$ cat config.mk
export PLATFORM = sky130hd
export DESIGN_NAME = program_loader
export DESIGN_NICKNAME = d
export VERILOG_FILES = /design/src/rtl/loader_pkg.sv /design/src/rtl/program_loader.sv
export SDC_FILE = /design/constraint.sdc
export NUM_CORES = 1
export LEC_CHECK = 0
export ABC_AREA = 0
export BUFFER_PORTS_ARGS = -buffer_cell sky130_fd_sc_hd__buf_2
export CORE_AREA = 4 4 120 122
export DETAILED_ROUTE_END_ITERATION = 16
export DIE_AREA = 0 0 124 126
export PLACE_DENSITY = 0.8
export SLEW_MARGIN = 20
export SYNTH_ARGS = -nofsm -noshare
export SYNTH_HDL_FRONTEND = slang
export SYNTH_SLANG_ARGS = --single-unit
$ cat constraint.sdc
create_clock -name clk -period 5.8 [get_ports clk]
set_input_delay 0.58 -clock clk [delete_from_list [all_inputs] [get_ports clk]]
set_output_delay 0.58 -clock clk [all_outputs]
set_load 0.05 [all_outputs]
$ cat src/rtl/loader_pkg.sv
// Shared definitions for the program loader and the instruction memory it feeds.
package loader_pkg;

    typedef enum logic [2:0] {
        IDLE,
        GET_FIRST,
        GET_SECOND,
        WRITE,
        DONE
    } loader_state_t;

    localparam int DEFAULT_DEPTH     = 101;
    localparam bit DEFAULT_LOW_FIRST = 1'b1;

endpackage

$ cat src/rtl/program_loader.sv
// Packs a byte stream into 16-bit instruction words, writes them to consecutive
// instruction-memory addresses and keeps the CPU in reset until a load completes.
module program_loader
    import loader_pkg::*;
#(
    parameter int ADDR_W    = 32,
    parameter int DEPTH     = DEFAULT_DEPTH,
    parameter bit LOW_FIRST = DEFAULT_LOW_FIRST
) (
    input  logic              clk,
    input  logic              rst,
    input  logic              start,
    input  logic              abort,
    input  logic [ADDR_W-1:0] base_addr,
    input  logic [15:0]       word_count,
    input  logic [7:0]        in_byte,
    input  logic              in_valid,
    output logic              in_ready,
    output logic [15:0]       instr_data,
    output logic              instr_we,
    output logic [ADDR_W-1:0] instr_addr,
    output logic              cpu_hold,
    output logic              busy,
    output logic              done,
    output logic              error
);

    localparam int EXT_W = ADDR_W + 1;

    loader_state_t     state;
    logic [ADDR_W-1:0] cur;
    logic [15:0]       rem;
    logic [7:0]        b0;
    logic              ready_q;
    logic              we_q;
    logic [EXT_W-1:0]  end_addr;
    logic              start_ok;

    // End address is formed one bit wider so a huge base cannot wrap into range.
    assign end_addr = EXT_W'(base_addr) + EXT_W'(word_count);
    assign start_ok = (word_count != 16'd0) && (end_addr <= EXT_W'(DEPTH));

    // Abort and reset must kill a handshake or write already presented this cycle.
    assign in_ready   = ready_q && !abort && !rst;
    assign instr_we   = we_q && !abort && !rst;
    assign instr_addr = cur;

    always_ff @(posedge clk) begin
        if (rst) begin
            state      <= IDLE;
            cur        <= '0;
            rem        <= '0;
            b0         <= '0;
            instr_data <= '0;
            ready_q    <= 1'b0;
            we_q       <= 1'b0;
            busy       <= 1'b0;
            done       <= 1'b0;
            error      <= 1'b0;
            cpu_hold   <= 1'b1;
        end else begin
            done  <= 1'b0;
            error <= 1'b0;
            we_q  <= 1'b0;
            if (abort && state != IDLE) begin
                state   <= IDLE;
                ready_q <= 1'b0;
                busy    <= 1'b0;
                error   <= 1'b1;
            end else begin
                case (state)
                    IDLE: begin
                        if (start) begin
                            if (start_ok) begin
                                cur      <= base_addr;
                                rem      <= word_count;
                                cpu_hold <= 1'b1;
                                busy     <= 1'b1;
                                ready_q  <= 1'b1;
                                state    <= GET_FIRST;
                            end else begin
                                error <= 1'b1;
                            end
                        end
                    end
                    GET_FIRST: begin
                        if (in_valid) begin
                            b0    <= in_byte;
                            state <= GET_SECOND;
                        end
                    end
                    GET_SECOND: begin
                        if (in_valid) begin
                            instr_data <= LOW_FIRST ? {in_byte, b0} : {b0, in_byte};
                            ready_q    <= 1'b0;
                            we_q       <= 1'b1;
                            state      <= WRITE;
                        end
                    end
                    WRITE: begin
                        cur <= cur + 1'b1;
                        rem <= rem - 16'd1;
                        if (rem == 16'd1) begin
                            done     <= 1'b1;
                            busy     <= 1'b0;
                            cpu_hold <= 1'b0;
                            state    <= DONE;
                        end else begin
                            ready_q <= 1'b1;
                            state   <= GET_FIRST;
                        end
                    end
                    DONE: begin
                        state <= IDLE;
                    end
                    default: begin
                        state <= IDLE;
                    end
                endcase
            end
        end
    end

endmodule
==> results of run 1 <==
## synthesized netlist by cell type, drive strengths merged, types with 10 or more instances
master / n / share of area [%]
a211oi: 14 / 2.5
a21o: 10 / 1.3
a21oi: 74 / 6.1
and3: 16 / 1.8
buf: 22 / 2.4
clkbuf: 28 / 1.7
dfxtp: 81 / 26
ha: 19 / 3.9
inv: 22 / 1.3
mux2i: 28 / 4.6
nand2: 105 / 6.5
nand2b: 13 / 1.3
nand3: 41 / 3.3
nand3b: 12 / 1.5
nand4: 14 / 1.5
nor2: 72 / 4.4
nor3: 26 / 2.1
nor4: 21 / 2.6
o211ai: 10 / 1.4
o21ai: 60 / 5.0
o31ai: 11 / 1.3
or3: 14 / 1.4
## worst paths after layout
check	slack (ns)	endpoint	cells past startpoint
min reg2reg	0.45	instr_data[3]	2
max reg2reg	2.59	rem[2]	8
min	0.45	instr_data[3]	2
max	1.48	instr_addr[12]	15
## power groups by stage
stage | sequential [mW] | combinational, mW | clock (mW)
2_1_floorplan | 0.570 | 0.166 | 0
3_3_place_gp | 0.569 | 0.234 | 0
3_5_place_dp | 0.569 | 0.236 | 0
4_1_cts | 0.556 | 0.237 | 0.606
5_1_grt | 0.556 | 0.264 | 0.634
6_report | 0.556 | 0.242 | 0.597
## cells in the final DEF (no fill, tap or decap), types with 4 or more instances in the layout
cell type,count
buf_4,5
a21o_1,9
a211oi_2,7
nand3b_1,12
a21oi_1,73
o31ai_1,11
ha_1,19
o21ai_1,18
nor3_1,26
nor4_1,16
o211a_1,4
nand2_1,104
or3_1,14
o211ai_1,8
nand3_1,41
buf_2,114
dfxtp_1,81
nand2b_1,13
nand4b_1,5
nor2b_1,6
nor3b_1,5
o21ai_0,41
nand4_1,13
a211oi_1,6
xor2_1,5
xnor2_1,5
o22ai_1,7
mux2_1,4
a31oi_1,8
inv_1,22
and3_1,14
or4_1,5
mux2i_1,28
and4_1,4
clkbuf_16,9
nor2_1,72
nor4_2,5
## logic make-up (layout without fill, tap and decap cells)
logic type      count (synthesis)  count (layout)  synth area share [%]
compound gates                228             228                  25.0
mux                            35              35                  6.10
fa+ha+maj                      20              20                  4.20
xor+xnor                       10              10                  1.43
flops                          81              81                  26.4
simple gates                  373             373                  31.4
buf+inv                        72             158                  5.47
## area by class of cell
cell class	instances	share of cell area (%)
timing repair buffer	120	8.85
inverter	22	1.17
sequential	81	23.0
multi-input combinational	666	59.4
clock buffer	10	3.39
clock inverter	6	1.01
tap	176	3.13
## registers in the layout, summed over array words and instances, names as in the netlist
| register | cells |
|---|---|
| cpu_hold | 1 |
| ready_q | 1 |
| we_q | 1 |
| state | 3 |
| instr_addr | 32 |
| b0 | 8 |
| busy | 1 |
| done | 1 |
| instr_data | 16 |
| rem | 16 |
| error | 1 |
## per-layer routing
layer | up-vias | global-route usage (%) | share of wire [%]
li1 | 3189 | - | -
met4 | 0 | 8.18 | 3.4
met3 | 47 | 5.38 | 7.8
met5 | - | 0 | 0
met2 | 283 | 37.9 | 47
met1 | 3077 | 30.9 | 42
## per-stage QoR
stage | setup slack (ns) | total power, mW
3_3_place_gp | 1.38 | 0.803
5_1_grt | 1.26 | 1.45
4_1_cts | 1.53 | 1.40
3_5_place_dp | 1.25 | 0.805
6_report | 1.48 | 1.39
2_1_floorplan | 2.02 | 0.737
## worst min-delay path: stages (launching register included)
cell and delay [ns]:
dfxtp_1 0.31, nand2_1 0.05, a21oi_1 0.05
==> flow_summary.json, run 1 <==
{
  "outcome": "completed",
  "p_clk_share_pct": 42.8,
  "grt.total_usage_pct": 23.6,
  "critPathCaptureType": "flop",
  "grt_pass1_wl_um": 29900,
  "cts_tree": "yes",
  "rsz0062_at_grt": "false",
  "syn_nets": 900,
  "numPlacedInstances": 1064,
  "finClkSkew_ns": 0.0100,
  "grt_pass1_vias": 6098,
  "arrival_ns": 4.59,
  "ys_warn_count": 0,
  "die_area_um2": 15600,
  "setup_viol": 0,
  "leakagePower_nw": 2.75,
  "crit_fanout": 8,
  "final_cells": 1081,
  "post_cts_resized": 0,
  "io_buffers": 114,
  "row_count": 42,
  "place_area_um2": 6720,
  "diodes": 0,
  "synthArstFlopShare_pct": 0,
  "final-seq-area_um2": 1620,
  "cts_max_level": 3,
  "cpMostUsedCell": "a211oi_1",
  "critical-path-max-stage-delay_ns": 0.52,
  "fp.dieW_um": 124,
  "critPathKind": "input port to flop",
  "max-slew-margin-rel_pct": 36.8,
  "area_growth_pct": 14.9,
  "synthCells": 819,
  "slew_violations": 0,
  "antenna_left": 0,
  "synth_area_per_cell_um2": 7.49,
  "cp_top_family": "simple AND/OR/NAND/NOR gates",
  "power_density_nw_per_um2": 198,
  "min-delay-start": "instr_data[3]",
  "critPathBufInv": 2,
  "num_vias": 6596,
  "hold_ws_ns": 0.451,
  "wire_per_inst_um": 17.0,
  "grt_overflow": 0,
  "synthesis.area_um2": 6130,
  "max-cap-violations": 0,
  "multi_input_area_um2": 4190,
  "core-area_um2": 13200,
  "timing.rr.start": "state[2]",
  "numCtsBuffers": 9,
  "antenna_found_initial": 0,
  "finalInstanceArea_um2": 7040,
  "io_pins": 115,
  "max_freq_mhz": 232,
  "die_height_um": 126,
  "cts-root-buf": "clkbuf_16",
  "start_util_pct": 46.5,
  "crit_path_top_delay_cell": "and3_1",
  "dr.pass1.iters": 6,
  "crit_path_cell_trace": "buf_2, ha_1, inv_1, fa_1, nand2b_1, a211oi_4, o211ai_1, a21o_1, a211oi_1, a211oi_1, or3_1, nor4_1, and3_1, mux2_1, o22ai_1",
  "critPathLaunch": "word_count[0]",
  "dp_hpwl_um": 13600,
  "worstSetupStartpointType": "input port",
  "hold_buffers": 0,
  "yosysSeqAreaShare_pct": 26.4,
  "nets": 981,
  "yosysUniqueCellTypes": 82,
  "finalCriticalPeriod_ns": 4.32,
  "fill_cells": 1265,
  "vdd_drop_max_v": 0.000167,
  "drt-total-wl_um": 18400,
  "cts.clk_slew.worst_paths_ns": 0.06,
  "sw_frac_of_total_pct": 28.5,
  "p_switching_uw": 398,
  "cts.sinks": 81,
  "hold_violations": 0,
  "intPower_uw": 997,
  "crit_required_ns": 6.07,
  "ys_ff_latch": 81,
  "finish.utilization_pct": 53.4,
  "cts_setup_buffers": 0,
  "routed_via_density": 6.10,
  "clockBufferDepth": 2,
  "clk_latency_ns": 0.35,
  "pwr-share-comb_pct": 17.3,
  "synth_edf_count": 0,
  "grt_max_degree": 49,
  "min_period_over_period_pct": 74.4,
  "min_path_type": "flop to flop",
  "drt_iter0_markers": 735,
  "remaining_drc_errors": 0,
  "max_slew.worst_pin.slew_ns": 0.945,
  "seq_power_share_pct": 39.9,
  "gp_congestion": 0.993,
  "setup_tns_ns": 0,
  "synthFlopType": "dfxtp_1",
  "drive_gt1_share_pct": 19.3
}
Power figures use the tool's default switching activity.
==> run 2: changes to the inputs <==
--- a/config.mk
+++ b/config.mk
@@ -5,11 +5,11 @@
 export SDC_FILE = /design/constraint.sdc
 export NUM_CORES = 1
 export LEC_CHECK = 0
-export ABC_AREA = 0
+export ABC_AREA = 1
 export BUFFER_PORTS_ARGS = -buffer_cell sky130_fd_sc_hd__buf_2
-export CORE_AREA = 4 4 120 122
+export CORE_AREA = 4 4 123 125
 export DETAILED_ROUTE_END_ITERATION = 16
-export DIE_AREA = 0 0 124 126
+export DIE_AREA = 0 0 127 129
 export PLACE_DENSITY = 0.8
 export SLEW_MARGIN = 20
 export SYNTH_ARGS = -nofsm -noshare
==> constraint.sdc (replaced) <==
create_clock -name clk -period 4.16 [get_ports clk]
set_input_delay 0.416 -clock clk [delete_from_list [all_inputs] [get_ports clk]]
set_output_delay 0.416 -clock clk [all_outputs]
set_load 0.05 [all_outputs]
==> run 2 against run 1 <==
Against the previous run: synthesized area increased by 6.3%; global-route usage fell by 0.37 points; sequential share of layout area decreased by 1.3 points; flip-flop and latch count stayed put; largest cell class unchanged; synthesized cell count increased by 38%; clock skew up 0.00070 ns; cell area rose by 6.1%; highest routed layer unchanged; core utilization rose by 0.42 points; power increased by 34%; via count rose by 11%.
==> flow_summary.json, run 2 <==
{
  "critPathBufInv": 4,
  "dr.pass1.iters": 6,
  "synthesis.area_um2": 6520,
  "grt.total_usage_pct": 23.2,
  "drive_gt1_share_pct": 13.2,
  "crit_required_ns": 4.39,
  "post_cts_resized": 0,
  "synth_xor_area_share_pct": 4.30,
  "synth_area_leader_cell": "dfxtp_1",
  "min_period_over_period_pct": 75.0,
  "topRoutingLayerUsed": "met4",
  "crit_path_top_delay_cell": "fa_1",
  "synth.most_common_cell": "nand2_1",
  "cts.sinks": 81,
  "mostFrequentLayoutCell": "nand2_1",
  "grt_max_degree": 68,
  "hold_violations": 0,
  "drt_iter0_markers": 701,
  "fill_cells": 1433,
  "antenna_found_initial": 0,
  "setup_tns_ns": 0,
  "synthArstFlopShare_pct": 0,
  "grt_pass1_vias": 6639,
  "multi_input_area_um2": 4100,
  "cts_tree": "yes",
  "critical-path-max-stage-delay_ns": 0.37,
  "synth_compound_area_share_pct": 11.9,
  "yosysSeqAreaShare_pct": 24.9,
  "clk_latency_ns": 0.35,
  "grt_pass1_wl_um": 31200,
  "antenna_left": 0,
  "hold_buffers": 0,
  "rr_endpoint": "instr_addr[22]",
  "crit_path_cell_trace": "buf_2, ha_1, inv_1, fa_1, inv_1, nand3_1, nand2_2, nand3_2, nand2_1, nand2_1, nand2_2, nand2_1, nand2_1, nand2_1, nor2_1, nand2_1, nor2_1, nand4_1, nand2_2, buf_4, nand3_1, nand2_1, nor2_1",
  "outcome": "completed",
  "cts_setup_buffers": 0,
  "gp_congestion": 1.01,
  "cts.clk_slew.worst_paths_ns": 0.06,
  "wire_per_inst_um": 13.5,
  "ys_ff_latch": 81,
  "nets": 1305,
  "cpMostUsedCell": "nand2_1",
  "max-cap-violations": 0,
  "num_vias": 7331,
  "cts-root-buf": "clkbuf_16",
  "min_path_type": "input port to flop",
  "die_area_um2": 16400,
  "crit_cells": 23,
  "endpoint": "instr_addr[3]",
  "power_density_nw_per_um2": 251,
  "synth-adder-area-share_pct": 3.95,
  "grt_overflow": 0,
  "ys_top_cells_by_area": "dfxtp_1 25%, nand2_1 17%, nor2_1 10%",
  "finalInstanceArea_um2": 7470,
  "final-seq-area_um2": 1620,
  "timing.rr.start": "instr_addr[0]",
  "slew_violations": 0,
  "max_slew.worst_pin.slew_ns": 1.04,
  "crit_fanout": 34,
  "core-area_um2": 13900,
  "synth_area_per_cell_um2": 5.76,
  "routed_via_density": 5.20,
  "wl_met3_um": 1560,
  "max_freq_mhz": 320,
  "cts_max_level": 3,
  "critPathCaptureType": "flop",
  "leakagePower_nw": 3.82,
  "dp_hpwl_um": 14600,
  "clockBufferDepth": 2,
  "yosysUniqueCellTypes": 39,
  "worstSetupStartpointType": "input port",
  "vdd_drop_max_v": 0.000270,
  "synth_edf_count": 0,
  "syn_nets": 1213,
  "fp.dieW_um": 127,
  "rsz0062_at_grt": "false",
  "wl_met1_um": 8370,
  "finClkSkew_ns": 0.0107,
  "place_area_um2": 7180,
  "final_cell_mix": "295 x nand2_1, 175 x nor2_1, 153 x inv_1, 114 x buf_2, 91 x nand3_1",
  "largest_register_ffs": 32,
  "finalCriticalPeriod_ns": 3.12,
  "remaining_drc_errors": 0,
  "start_util_pct": 47.0,
  "numCtsBuffers": 9,
  "io_buffers": 114,
  "met2_length_um": 8520,
  "synth_mux_area_share_pct": 1.07,
  "die_height_um": 129,
  "io_pins": 115,
  "diodes": 0,
  "synthFlopType": "dfxtp_1",
  "synth-simple-area-share_pct": 41.4,
  "r2r_cells": 13,
  "row_count": 43,
  "arrival_ns": 3.35,
  "drt-total-wl_um": 19000,
  "r2r_slack_ns": 1.43,
  "ys_warn_count": 0,
  "synthCells": 1132,
  "max-slew-margin-rel_pct": 30.6,
  "critPathKind": "input port to flop",
  "hold_depth": 3,
  "setup_viol": 0,
  "area_growth_pct": 14.6,
  "synth_top_area_share_pct": 24.9,
  "synth_top_family_by_area": "simple AND/OR/NAND/NOR gates",
  "synth_common_cells": "295 x nand2_1, 175 x nor2_1, 155 x inv_1",
  "cp_top_family": "simple AND/OR/NAND/NOR gates",
  "critPathLaunch": "word_count[0]"
}
==> run 2: cell types whose count changed in the layout (fill, tap and decap cells not counted), sizes merged, moves of 14 or more <==
| cell | previous run | this run |
|---|---|---|
| nand3 | 41 | 93 |
| inv | 25 | 165 |
| or3 | 14 | 0 |
| mux2i | 28 | 7 |
| xor2 | 5 | 22 |
| a21oi | 74 | 91 |
| nand2 | 105 | 302 |
| nor2 | 72 | 178 |
| nor4 | 21 | 5 |
| and3 | 16 | 2 |
==> run 2: how the worst min path moves through the flow <==
stage / startpoint / end / slack [ns]
2_1_floorplan: b0[0] / b0[0] / 0.43
3_3_place_gp: instr_data[15] / instr_data[15] / 0.43
3_5_place_dp: instr_data[11] / instr_data[11] / 0.44
4_1_cts: in_byte[4] / instr_data[12] / 0.36
5_1_grt: in_byte[4] / instr_data[12] / 0.38
6_report: in_byte[4] / instr_data[12] / 0.37
==> run 2: routing by layer <==
layer | GRT usage [%] | vias up
li1 | - | 3771
met1 | 31.2 | 3228
met2 | 37.5 | 293
met3 | 3.74 | 39
met4 | 8.71 | 0
met5 | 0 | -
==> run 2: worst reg2reg max path, stage by stage (launching register included) <==
cell,delay [ns]
dfxtp_1,0.40
ha_1,0.22
nand3_1,0.14
nor2_1,0.13
nand2_1,0.11
nor2_1,0.26
nand4_1,0.27
nor2_1,0.29
nand4_1,0.18
xor2_1,0.19
a21oi_1,0.20
nand3_1,0.11
nand2_1,0.11
nor2_1,0.04
==> run 2: stage by stage <==
| step | hold slack, ns | cells | setup slack (ns) | util [%] | total power [mW] |
|---|---|---|---|---|---|
| after global placement | 0.435 | 1393 | 0.885 | 51.7 | 1.12 |
| final | 0.373 | 1409 | 1.04 | 53.8 | 1.87 |
| after CTS | 0.364 | 1409 | 1.11 | 53.8 | 1.88 |
| after global routing | 0.379 | 1409 | 0.687 | 53.8 | 1.97 |
| after floorplan | 0.430 | 1132 | 1.41 | - | 1.02 |
| after detailed placement | 0.438 | 1393 | 0.778 | 51.7 | 1.12 |
==> run 2: final cells by class <==
| cell class | instances | share of cell area, % |
|---|---|---|
| flip-flops and latches | 81 | 21.7 |
| inverters | 166 | 8.34 |
| repair buffers | 120 | 8.24 |
| clock inverters | 6 | 0.687 |
| multi-input cells | 846 | 54.8 |
| clock buffers | 10 | 3.20 |
| well taps | 180 | 3.01 |
==> run 2: cells by family after synthesis <==
group | count (synthesis)
adder cells (fa/ha/maj) | 20
multiplexers | 7
AO/OA/AOI/OAI | 149
XOR/XNOR | 32
flip-flops | 81
AND/OR/NAND/NOR | 638
buffers and inverters | 205
==> run 2: power breakdown <==
part           leakage (nW)  internal, mW  switching [mW]  total [mW]
Sequential            0.652         0.776       0.0000858       0.776
Combinational          3.03         0.111           0.223       0.334
Clock                 0.133         0.428           0.337       0.765
==> run 3: changes to the inputs <==
==> constraint.sdc (replaced) <==
create_clock -name clk -period 3 [get_ports clk]
set_input_delay 0.3 -clock clk [delete_from_list [all_inputs] [get_ports clk]]
set_output_delay 0.3 -clock clk [all_outputs]
set_load 0.05 [all_outputs]
==> run 3 against run 2 <==
Against the previous run: core utilization is 0.95 points higher; non-clock buffer count is 8 higher; hold slack worse by 0.12 ns; highest routed layer unchanged; cell area is 1.8% higher; sequential power is 39% higher; critical path depth is 9 lower; wire length is 2.1% higher; flip-flop and latch count stayed put; critical endpoint is now instr_addr[28].
==> flow_summary.json, run 3 (same netlist as run 2, synthesis figures left out) <==
{
  "cts.sinks": 81,
  "grt_max_degree": 64,
  "cts_max_level": 3,
  "min_period_over_period_pct": 91.9,
  "crit_fanout": 5,
  "grt_pass1_wl_um": 31600,
  "drive_gt1_share_pct": 14.0,
  "sw_frac_of_total_pct": 29.2,
  "antenna_left": 0,
  "met2_length_um": 8830,
  "leakagePower_nw": 3.89,
  "largest_register_ffs": 32,
  "p_switching_uw": 779,
  "fin_ws_ns": 0.244,
  "pwr-share-comb_pct": 17.9,
  "drt-total-wl_um": 19400,
  "clockBufferDepth": 2,
  "intPower_mw": 1.89,
  "r2r_slack_ns": 0.24,
  "num_vias": 7350,
  "antenna_found_initial": 0,
  "seq_power_share_pct": 40.4,
  "grt.total_usage_pct": 23.4,
  "gp_congestion": 0.988,
  "core-area_um2": 13900,
  "area_growth_pct": 16.6,
  "numPlacedInstances": 1399,
  "post-place-ws_ns": -0.0894,
  "vdd_drop_max_v": 0.000313,
  "slew_violations": 0,
  "dp_hpwl_um": 14700,
  "place_area_um2": 7260,
  "clk_latency_ns": 0.34,
  "dr.pass1.iters": 5,
  "wl_met3_um": 1500,
  "critPathKind": "flop to flop",
  "min_path_type": "input port to flop",
  "die_area_um2": 16400,
  "io_buffers": 114,
  "finClkSkew_ns": 0.0103,
  "numCtsBuffers": 9,
  "grt_overflow": 0,
  "die_height_um": 129,
  "final-seq-area_um2": 1620,
  "fill_cells": 1432,
  "topRoutingLayerUsed": "met4",
  "start_util_pct": 47.0,
  "cts.clk_slew.worst_paths_ns": 0.07,
  "crit_required_ns": 3.24,
  "cts_tree": "yes",
  "grt_pass1_vias": 6563,
  "outcome": "completed",
  "cpMostUsedCell": "nor2_1",
  "hold_violations": 0,
  "max_slew.worst_pin.slew_ns": 0.665,
  "crit_path_cell_trace": "ha_1, nand3_1, nor2_1, nand2_1, nor2_1, nand4_1, nand3b_1, nor2_1, nand2_1, xnor2_1, a21oi_1, nand3_1, nand2_1, nor2_1",
  "arrival_ns": 3.00,
  "wl_met1_um": 8760,
  "nets": 1313,
  "drt_iter0_markers": 686,
  "finalInstanceArea_um2": 7600,
  "mostFrequentLayoutCell": "nand2_1",
  "final_cells": 1417,
  "diodes": 0,
  "critPathCaptureType": "flop",
  "crit_path_top_delay_cell": "dfxtp_1",
  "p_clk_share_pct": 41.8,
  "io_pins": 115,
  "finish.utilization_pct": 54.8,
  "max-slew-margin-rel_pct": 55.7,
  "routed_via_density": 5.19,
  "hold_buffers": 0,
  "max_freq_mhz": 363,
  "cts-root-buf": "clkbuf_16",
  "fp.dieW_um": 127,
  "wire_per_inst_um": 13.7,
  "final_cell_mix": "294 x nand2_1, 174 x nor2_1, 152 x inv_1, 114 x buf_2, 92 x nand3_1",
  "worstSetupStartpointType": "flop",
  "setup_viol": 0,
  "multi_input_area_um2": 4110,
  "finalCriticalPeriod_ns": 2.76,
  "max-cap-violations": 0,
  "power_density_nw_per_um2": 351,
  "critical-path-max-stage-delay_ns": 0.41,
  "row_count": 43,
  "remaining_drc_errors": 0
}
-- run 3: through the flow --
stage / hold WS [ns] / power, mW / TNS [ns]
2_1_floorplan: 0.378 / 1.41 / 0
3_3_place_gp: 0.433 / 1.56 / -1.93
3_5_place_dp: 0.441 / 1.56 / -2.78
4_1_cts: 0.252 / 2.67 / 0
5_1_grt: 0.277 / 2.79 / -0.00442
6_report: 0.254 / 2.67 / 0
-- run 3: cell type report --
cell class	count	share of cell area (%)
Sequential cell	81	21.3
Timing Repair Buffer	128	9.61
Inverter	166	8.20
Clock buffer	10	3.01
Multi-Input combinational cell	846	54.0
Tap cell	180	2.96
Clock inverter	6	0.872
-- run 3: layer usage --
| metal | up-vias | GRT usage [%] |
|---|---|---|
| met5 | - | 0 |
| met4 | 0 | 7.07 |
| met3 | 27 | 2.95 |
| met2 | 258 | 38.4 |
| met1 | 3264 | 32.2 |
| li1 | 3801 | - |
-- run 3: path summary, 6_finish.rpt --
kind	start	end	cells past startpoint
worst min-delay path	in_byte[0]	instr_data[8]	3
worst max register to register	instr_addr[0]	instr_addr[28]	14
worst min register to register	instr_data[13]	instr_data[13]	2
worst max-delay path	instr_addr[0]	instr_addr[28]	14
-- run 3: what timing repair did --
action	CTS	global route
setup endpoints to repair	0	46
setup buffers	0	1
gates resized for setup	0	6
-- run 3: power groups by stage --
stage	combinational, mW	clock (mW)	sequential (mW)
detailed placement	0.461	0	1.10
floorplan	0.307	0	1.10
finish	0.477	1.11	1.08
global placement	0.457	0	1.10
CTS	0.463	1.13	1.08
global route	0.540	1.18	1.08
-- run 3: worst max-delay path: cells and delay by family (launching register included) --
family,cells,cell delay [ns]
AO/OA/AOI/OAI,1,0.13
AND/OR/NAND/NOR,11,1.76
adder cells (fa/ha/maj),1,0.22
XOR/XNOR,1,0.13
flip-flops,1,0.41
